==> src/rtl/fb_write_master_if.sv <==
// Avalon-MM write bus between the frame buffer write master and the SDRAM port.
interface fb_write_master_if;
  logic [25:0] master_address;
  logic        master_write;
  logic [31:0] master_writedata;
  logic        master_waitrequest;

  modport master (
    output master_address,
    output master_write,
    output master_writedata,
    input  master_waitrequest
  );

  modport slave (
    input  master_address,
    input  master_write,
    input  master_writedata,
    output master_waitrequest
  );
endinterface

==> src/rtl/fb_write_master.sv <==
// Frame buffer write master: queues rasterizer pixels and writes them to SDRAM
// over Avalon-MM, and can fill the whole frame with one colour on request.
module fb_write_master #(
  parameter int FIFO_DEPTH = 8,
  parameter int H_RES      = 640,
  parameter int V_RES      = 480,
  parameter int PIX_STRIDE = 8
) (
  input  logic                      clk,
  input  logic                      reset,
  input  logic [25:0]               base,
  input  logic                      pix_valid,
  output logic                      pix_ready,
  input  logic [9:0]                pix_x,
  input  logic [8:0]                pix_y,
  input  logic [31:0]               pix_color,
  input  logic                      clear_start,
  input  logic [31:0]               clear_color,
  output logic                      clear_busy,
  output logic                      clear_done,
  output logic [15:0]               drop_count,
  fb_write_master_if.master         av
);

  localparam int PTR_W  = $clog2(FIFO_DEPTH);
  localparam int FILL_N = H_RES * V_RES;
  localparam int FILL_W = $clog2(FILL_N);
  localparam logic [FILL_W-1:0] FILL_LAST = FILL_W'(FILL_N - 1);
  localparam logic [9:0]  X_LIM  = 10'(H_RES);
  localparam logic [8:0]  Y_LIM  = 9'(V_RES);
  localparam logic [25:0] STRIDE = 26'(PIX_STRIDE);

  typedef enum logic [1:0] {IDLE, DRAIN, FILL} state_t;

  typedef struct packed {
    logic [25:0] addr;
    logic [31:0] data;
  } wr_t;

  state_t              state_q, state_d;
  wr_t                 fifo_mem [FIFO_DEPTH];
  wr_t                 fifo_head;
  logic [PTR_W:0]      wr_ptr, rd_ptr;
  logic                fifo_empty, fifo_full;
  logic                accept, in_range, push, pop;
  logic [18:0]         pix_index;
  logic [25:0]         pix_addr;
  logic                wr_q;
  logic [25:0]         addr_q;
  logic [31:0]         data_q;
  logic                wr_done, slot_free;
  logic [FILL_W-1:0]   fill_cnt, fill_next;
  logic [25:0]         fill_base, fill_addr;
  logic [31:0]         fill_color;
  logic                fill_last_done;

  assign fifo_empty = (wr_ptr == rd_ptr);
  assign fifo_full  = (wr_ptr[PTR_W] != rd_ptr[PTR_W]) &&
                      (wr_ptr[PTR_W-1:0] == rd_ptr[PTR_W-1:0]);
  assign fifo_head  = fifo_mem[rd_ptr[PTR_W-1:0]];

  assign accept    = pix_valid && pix_ready;
  assign in_range  = (pix_x < X_LIM) && (pix_y < Y_LIM);
  assign push      = accept && in_range;
  assign pix_index = 19'(pix_y) * 19'(H_RES) + 19'(pix_x);
  assign pix_addr  = base + 26'(pix_index) * STRIDE;

  // A write retires on any edge it is presented without stall; the output
  // slot may be reloaded on that same edge for back-to-back writes.
  assign wr_done   = wr_q && !av.master_waitrequest;
  assign slot_free = !wr_q || wr_done;
  assign pop       = (state_q != FILL) && !fifo_empty && slot_free;

  assign fill_next      = wr_done ? fill_cnt + 1'b1 : fill_cnt;
  assign fill_addr      = fill_base + 26'(fill_next) * STRIDE;
  assign fill_last_done = (state_q == FILL) && wr_done && (fill_cnt == FILL_LAST);

  assign av.master_address   = addr_q;
  assign av.master_write     = wr_q;
  assign av.master_writedata = data_q;

  // State register.
  // NOTE: sequential state uses non-blocking assignments so every register
  // samples the pre-edge values of the others, independent of block order.
  always_ff @(posedge clk or negedge reset) begin
    if (!reset) state_q <= IDLE;
    else        state_q <= state_d;
  end

  // Next-state logic: drain queued pixels before filling, fill until the last slot retires.
  // NOTE: state_d is defaulted first so no path through the case leaves it
  // unassigned, which would otherwise infer a latch.
  always_comb begin
    state_d = state_q;
    case (state_q)
      IDLE:    if (clear_start) state_d = DRAIN;
      DRAIN:   if (fifo_empty && !wr_q) state_d = FILL;
      FILL:    if (fill_last_done) state_d = IDLE;
      default: state_d = IDLE;
    endcase
  end

  // FSM outputs, decoded from registered state and FIFO level only.
  always_comb begin
    pix_ready  = 1'b0;
    clear_busy = 1'b0;
    if (state_q == IDLE) pix_ready = !fifo_full;
    else                 clear_busy = 1'b1;
  end

  // Pixel queue storage.
  // NOTE: the storage array has no reset; entries are only read after being
  // written, and leaving it out keeps it mappable to plain RAM.
  always_ff @(posedge clk) begin
    if (push) fifo_mem[wr_ptr[PTR_W-1:0]] <= '{addr: pix_addr, data: pix_color};
  end

  // Pixel queue pointers.
  always_ff @(posedge clk or negedge reset) begin
    if (!reset) begin
      wr_ptr <= '0;
      rd_ptr <= '0;
    end else begin
      if (push) wr_ptr <= wr_ptr + 1'b1;
      if (pop)  rd_ptr <= rd_ptr + 1'b1;
    end
  end

  // Avalon output slot: holds address/data under stall, reloads from the queue or fill generator.
  always_ff @(posedge clk or negedge reset) begin
    if (!reset) begin
      wr_q   <= 1'b0;
      addr_q <= '0;
      data_q <= '0;
    end else if (state_q == FILL) begin
      if (fill_last_done) begin
        wr_q <= 1'b0;
      end else if (slot_free) begin
        wr_q   <= 1'b1;
        addr_q <= fill_addr;
        data_q <= fill_color;
      end
    end else if (pop) begin
      wr_q   <= 1'b1;
      addr_q <= fifo_head.addr;
      data_q <= fifo_head.data;
    end else if (wr_done) begin
      wr_q <= 1'b0;
    end
  end

  // Clear command: latch base/colour at start, count retired fill writes, pulse done.
  always_ff @(posedge clk or negedge reset) begin
    if (!reset) begin
      fill_cnt   <= '0;
      fill_base  <= '0;
      fill_color <= '0;
      clear_done <= 1'b0;
    end else begin
      clear_done <= fill_last_done;
      if (state_q == IDLE && clear_start) begin
        fill_base  <= base;
        fill_color <= clear_color;
      end
      if (state_q == DRAIN)                              fill_cnt <= '0;
      else if (state_q == FILL && wr_done && !fill_last_done) fill_cnt <= fill_cnt + 1'b1;
    end
  end

  // Saturating count of accepted pixels that fall outside the frame.
  always_ff @(posedge clk or negedge reset) begin
    if (!reset)                                          drop_count <= '0;
    else if (accept && !in_range && drop_count != 16'hFFFF) drop_count <= drop_count + 1'b1;
  end

endmodule

==> src/flat_wrapper.sv <==
// flat-port wrapper written by rule: the top's interface ports become plain ports
module fb_write_master_flat 
#(
  parameter int FIFO_DEPTH = 8,
  parameter int H_RES      = 640,
  parameter int V_RES      = 480,
  parameter int PIX_STRIDE = 8
)
  (clk, reset, base, pix_valid, pix_ready, pix_x, pix_y, pix_color, clear_start, clear_color, clear_busy, clear_done, drop_count, av_master_address, av_master_write, av_master_writedata, av_master_waitrequest);
  fb_write_master_if av_i ();
  input  logic clk;
  input  logic reset;
  input  logic [25:0] base;
  input  logic pix_valid;
  output logic pix_ready;
  input  logic [9:0] pix_x;
  input  logic [8:0] pix_y;
  input  logic [31:0] pix_color;
  input  logic clear_start;
  input  logic [31:0] clear_color;
  output logic clear_busy;
  output logic clear_done;
  output logic [15:0] drop_count;
  output wire logic [$bits(av_i.master_address)-1:0] av_master_address;
  output wire logic [$bits(av_i.master_write)-1:0] av_master_write;
  output wire logic [$bits(av_i.master_writedata)-1:0] av_master_writedata;
  input wire logic [$bits(av_i.master_waitrequest)-1:0] av_master_waitrequest;
  assign av_master_address = av_i.master_address;
  assign av_master_write = av_i.master_write;
  assign av_master_writedata = av_i.master_writedata;
  assign av_i.master_waitrequest = av_master_waitrequest;
  fb_write_master #(.FIFO_DEPTH(FIFO_DEPTH), .H_RES(H_RES), .V_RES(V_RES), .PIX_STRIDE(PIX_STRIDE)) u_core (.clk(clk), .reset(reset), .base(base), .pix_valid(pix_valid), .pix_ready(pix_ready), .pix_x(pix_x), .pix_y(pix_y), .pix_color(pix_color), .clear_start(clear_start), .clear_color(clear_color), .clear_busy(clear_busy), .clear_done(clear_done), .drop_count(drop_count), .av(av_i));
endmodule
==> config.mk <==
export PLATFORM = sky130hd
export DESIGN_NAME = fb_write_master_flat
export DESIGN_NICKNAME = d
export VERILOG_FILES = /design/src/rtl/fb_write_master_if.sv /design/src/rtl/fb_write_master.sv /design/src/flat_wrapper.sv
export SDC_FILE = /design/constraint.sdc
export NUM_CORES = 1
export LEC_CHECK = 0
export ABC_AREA = 1
export BUFFER_PORTS_ARGS = -buffer_cell sky130_fd_sc_hd__buf_2
export CAP_MARGIN = 10
export CORE_MARGIN = 4
export CORE_UTILIZATION = 60
export CTS_CLUSTER_SIZE = 20
export DETAILED_ROUTE_END_ITERATION = 10
export PLACE_DENSITY_LB_ADDON = 0.15
export SLEW_MARGIN = 0
export SYNTH_ARGS = -nofsm -noshare
export SYNTH_HDL_FRONTEND = slang
export SYNTH_SLANG_ARGS = --single-unit
==> constraint.sdc <==
create_clock -name clk -period 5.4 [get_ports clk]
set_clock_uncertainty 0.15 [all_clocks]
set_input_delay 1.08 -clock clk [delete_from_list [all_inputs] [get_ports clk]]
set_output_delay 1.08 -clock clk [all_outputs]
set_load 0.1 [all_outputs]
# Word-level counts from Yosys, hierarchy flattened
# Memories as Yosys holds them, arrays and structs flattened.
# Cells that the tools add are included.
# word_totals
reg_bits	163
latchBits	0
ramBits	464
romBits	0
inputBits	114
elab_cells	88
n_memories	1
# mem_list
memory	depth	word_bits	rd	rd_clocked_by_memory_dff	wr	line	rtl
u_core.fifo_mem	8	58	1	0	1	fb_write_master.sv:41	wr_t fifo_mem [FIFO_DEPTH];
# classes
n_addsub	7
n_mul	1
div	0
magnitude_cmp	2
eq_ne	14
n_shift	0
mux	24
bitwise_logic	0
n_reduce_logical	28
# ops
cell	count
two-way mux 32 bit	4
two-way mux 26 bit	4
two-way mux 19 bit	3
adder 26 x 22 -> 26 bit	2
adder 19 x 1 -> 19 bit (second input constant)	1
adder 19 x 10 -> 19 bit	1
== test 19 bit (second input constant)	1
adder 16 x 1 -> 16 bit (second input constant)	1
inequality test 16 bit (second input constant)	1
logical AND 1 bit	14
multiplier 9 x 3 -> 12 bit (second input constant)	1
< comparator 10 bit (second input constant)	1
< comparator 9 bit (second input constant)	1
two-way mux 1 bit	9
adder 4 x 1 -> 4 bit (second input constant)	2
zero test 1 bit	6
two-way mux 2 bit	3
inequality test 2 x 1 -> 1 bit (second input constant)	3
inequality test 2 bit (second input constant)	3
case mux 2 bit (3 select lines)	1
AND reduction 3 bit	2
== test 4 bit	1
nonzero test 2 bit	2
== test 3 bit	1
other kinds (8)	8

# Depth between registers and ports, before layout
# logic_depth
ltp_word	8
ltp_mapped	21

# Worst setup path after synthesis
# No wires, ideal clock.
# synth_path
kind	input to register
start	in pix_x[8]
end	mem u_core.fifo_mem[0][0] in the netlist's numbering (enable)
setup_time_ns	0.474
arrival_time_ns	4.204
slack_ns	0.572
cell_stages	5
n_path_buf	0
cell_sequence	o21ai_0 -> nand2_1 -> nor2_1 -> nand2_1 -> nor2_1
# synth_between
elab_chain_cells	5
# synth_lines
element	line	rtl
start: declaration	flat_wrapper.sv:16	input logic [9:0] pix_x;
< comparator 10 bit	fb_write_master.sv:63	assign in_range = (pix_x < X_LIM) && (pix_y < Y_LIM);
logical AND 1 bit	fb_write_master.sv:63	
logical AND 1 bit	fb_write_master.sv:64	assign push = accept && in_range;
two-way mux 1 bit	fb_write_master.sv:115	if (push) fifo_mem[wr_ptr[PTR_W-1:0]] <= '{addr: pix_addr, data: pix_color};
two-way mux 1 bit (not written as such)	fb_write_master.sv:115	
end: declaration	fb_write_master.sv:41	
# Every way passes these cells.

# Final worst setup path
# layout_path
start	in pix_y[1]
end	mem u_core.fifo_mem[7][55] in the netlist's numbering, data pin
# layout_between
elab_chain_cells	3
# layout_lines
element	line	rtl
start: declaration	flat_wrapper.sv:17	input logic [8:0] pix_y;
multiplier 9 x 3 -> 12 bit	fb_write_master.sv:65	assign pix_index = 19'(pix_y) * 19'(H_RES) + 19'(pix_x);
adder 19 x 10 -> 19 bit	fb_write_master.sv:65	
adder 26 x 22 -> 26 bit	fb_write_master.sv:66	assign pix_addr = base + 26'(pix_index) * STRIDE;
via u_core.pix_addr[23]	fb_write_master.sv:47	logic [25:0] pix_addr;
# The timed path passes the listed nets, and every way through them passes these cells.

==> flow_summary.toml <==
[worst_setup_path]
critPathMaxFanout = 8
required_ns = 5.57
start_kind = "primary input"
crit_arrival_ns = 4.96
rrSetupSlack_ns = 1.77
reg2reg_to = "u_core.av.master_address[10]"
rr_worst_depth = 15
r2r_start = "u_core.av.master_write"
end_kind = "flop"
crit_type = "in -> reg"

[final_layout]
drive_above_1_share_pct = 14.1
layout.nets = 3077
layoutNonFillerInstCount = 3560
area_delta_synth_final_pct = 13.3
n_antenna_cell = 0

[floorplanning]
die_x_um = 227
core_um2 = 47000
io_pins = 192
die_h_um = 227
initial_core_util_pct = 61.2
row_count = 79
dieArea_um2 = 51400

[placed_design]
hpwlAfterDp_um = 48000
port_buffers = 191
globalplace.congestion = 0.940
placed_cells = 3438

[hold_path]
hold_path_class = "in -> async"

[logic_synthesis]
synthCells = 2735
synth_edf_count = 464
synth_fp_nets = 2913
syn-cell-area_um2 = 28700
synth_fa_ha_area_share_pct = 2.89
synthMuxAreaShare_pct = 2.00
async_reset_ff_share_pct = 26.0
yosysUniqueCellTypes = 52
synth_top_family_by_area = "simple AND/OR/NAND/NOR gates"
ys.flop_type = "edfxtp_1"
yosys_warnings = 0
ys_ff_latch = 627
synth_compound_area_share_pct = 9.70
syn_avg_cell_area_um2 = 10.5
synth_xor_area_share_pct = 1.83
synthSimpleGateAreaFrac_pct = 16.9
yosysSeqAreaShare_pct = 62.7

[timing]
slew_headroom_pct = 24.7
finalCritPeriodShare_pct = 88.6
rsz0062_at_grt = "no"
tightest_slew_ns = 1.13
hold_violations = 0
finalCriticalPeriod_ns = 4.79
drv_slew = 0
setup_viol = 0
timing.fmax_mhz = 209
tns_ns = 0

[clocking]
cts-resized-gates = 0
clockRootBuffer = "clkbuf_16"
clock_sink_count = 627
cts_buffer_depth = 3
h-tree-depth = 3
holdBufCountCts = 0
cts_setup_buffers = 0
clock_latency_ns = 0.61
numCtsBuffers = 66
clk_pin_slew_ns = 0.06
cts_tree = "built"

[global_route]
grt_pass1_wl_um = 118000
grt_start_max_net_pins = 235
antenna_found_initial = 2
grt_pass1_vias = 20800
grt-ovfl-total = 0
grt_use_total_pct = 30.1

[routing]
vias_per_cell = 6.01
wire_per_inst_um = 21.9
firstDrtPassIters = 6
route.detailed.drc = 0
drt_iter0_drc = 2083
vias = 21400
finalWirelength_um = 78000
postRouteAntennaNets = 0

[job]
drv_cap = 0

[power_and_ir_drop]
ir_worst_vdd_mv = 0.551
p_leak_nw = 13.0
power.density_nw_per_um2 = 595
p_total_w = 0.0194

[outcome]
outcome = "finished, final reports clean"
## worst max path at each step
| stage | start | endpoint | slack, ns | depth (start not counted) |
|---|---|---|---|---|
| after detailed placement | pix_y[1] | u_core.fifo_mem[5][55] | 0.09 | 16 |
| final | pix_y[1] | u_core.fifo_mem[7][55] | 0.61 | 17 |
| after floorplan | pix_x[8] | u_core.fifo_mem[0][0] | 0.57 | 5 |
| after global placement | pix_y[1] | u_core.fifo_mem[4][55] | 0.14 | 16 |
| after global routing | pix_y[1] | u_core.fifo_mem[5][54] | 0.32 | 17 |
| after CTS | pix_y[1] | u_core.fifo_mem[7][55] | 0.71 | 16 |
## per-stage QoR
| stage | instance area (um2) | hold slack (ns) | util, % | worst slack [ns] |
|---|---|---|---|---|
| after global placement | 30300 | 0.307 | 64.5 | 0.140 |
| after floorplan | 28700 | 0.311 | - | 0.572 |
| after CTS | 32500 | 0.295 | 69.3 | 0.707 |
| after detailed placement | 30300 | 0.310 | 64.5 | 0.0904 |
| after global routing | 32500 | 0.291 | 69.3 | 0.324 |
| final | 32500 | 0.270 | 69.3 | 0.614 |
## worst max-delay path, cell delays in order
cell	delay, ns
buf_2	0.13
ha_1	0.29
ha_1	0.24
fa_1	0.45
xor2_1	0.22
inv_1	0.08
nor2_1	0.17
nor3b_1	0.42
nand3_1	0.12
nand2_1	0.08
nand2_1	0.12
ha_1	0.41
nand4_1	0.18
nor3_1	0.23
nand3_1	0.11
nand3_1	0.14
xor2_1	0.48
## report_power, final
group | internal [W] | switching, W | leakage, nW | total, W
registers | 0.00608 | 0.000436 | 6.16 | 0.00652
logic | 0.00190 | 0.00628 | 5.79 | 0.00818
clock network | 0.00274 | 0.00191 | 1.08 | 0.00465
total | 0.0107 | 0.00862 | 13.0 | 0.0194
## logic make-up (layout without fill, tap and decap cells)
logic type | Yosys count | in the layout
and+or+nand+nor | 1179 | 1179
adders and majority gates | 64 | 64
buffers and inverters | 277 | 495
xor gates and xnor gates | 60 | 60
AOI/OAI and AO/OA | 477 | 477
DFF | 627 | 627
muxes | 51 | 51
## cell usage after synthesis (all sizes together) (19+ instances only)
cell type	number	area, um2
o21ai	295	1500
nand3	148	768
clkbuf	70	263
mux2	50	563
buf	56	303
o221ai	73	639
nand2	599	2260
nor3	21	110
ha	60	751
o22ai	19	119
inv	149	559
dfrtp	163	4080
a21oi	61	305
edfxtp	464	13900
xor2	51	447
nand4	27	175
nor2	364	1390
## final cells by class
cell class | instances | area [um2]
Tap cell | 607 | 759
Clock inverter | 38 | 393
Fill cell | 3473 | 14400
Clock buffer | 84 | 1850
Multi-Input combinational cell | 1831 | 9630
Timing Repair Buffer | 222 | 1300
Inverter | 151 | 579
Sequential cell | 627 | 18000
## flip-flops by register name, summed over array words and instances (netlist names)
register / flops
u_core.fifo_mem: 464
u_core.fill_cnt: 19
u_core.fill_color: 32
u_core.clear_done: 1
u_core.drop_count: 16
u_core.wr_ptr: 4
u_core.av.master_write: 1
u_core.state_q: 2
u_core.av.master_address: 26
u_core.av.master_writedata: 32
u_core.rd_ptr: 4
u_core.fill_base: 26
## placed cells by master, fill, tap and decap left out, types with 20 or more instances in the layout
master       n
buf_4       23
clkbuf_16   69
nor3_1      20
o21ai_0    281
ha_1        60
dfrtp_1    160
buf_2      190
nand3_1    144
edfxtp_1   464
nand2_1    593
xor2_1      51
o221ai_1    73
nand4_1     26
a21oi_1     61
nor2_1     352
inv_1      141
mux2_2      50
## metal layers
metal | global-route usage (%) | vias to the layer above | part of all wire (%)
li1 | - | 9866 | -
met1 | 40.2 | 10400 | 40
met2 | 50.4 | 943 | 49
met3 | 4.82 | 174 | 7.3
met4 | 11.2 | 2 | 3.5
met5 | 0 | - | 0.017
No activity file was read; power rests on OpenSTA's default activity.
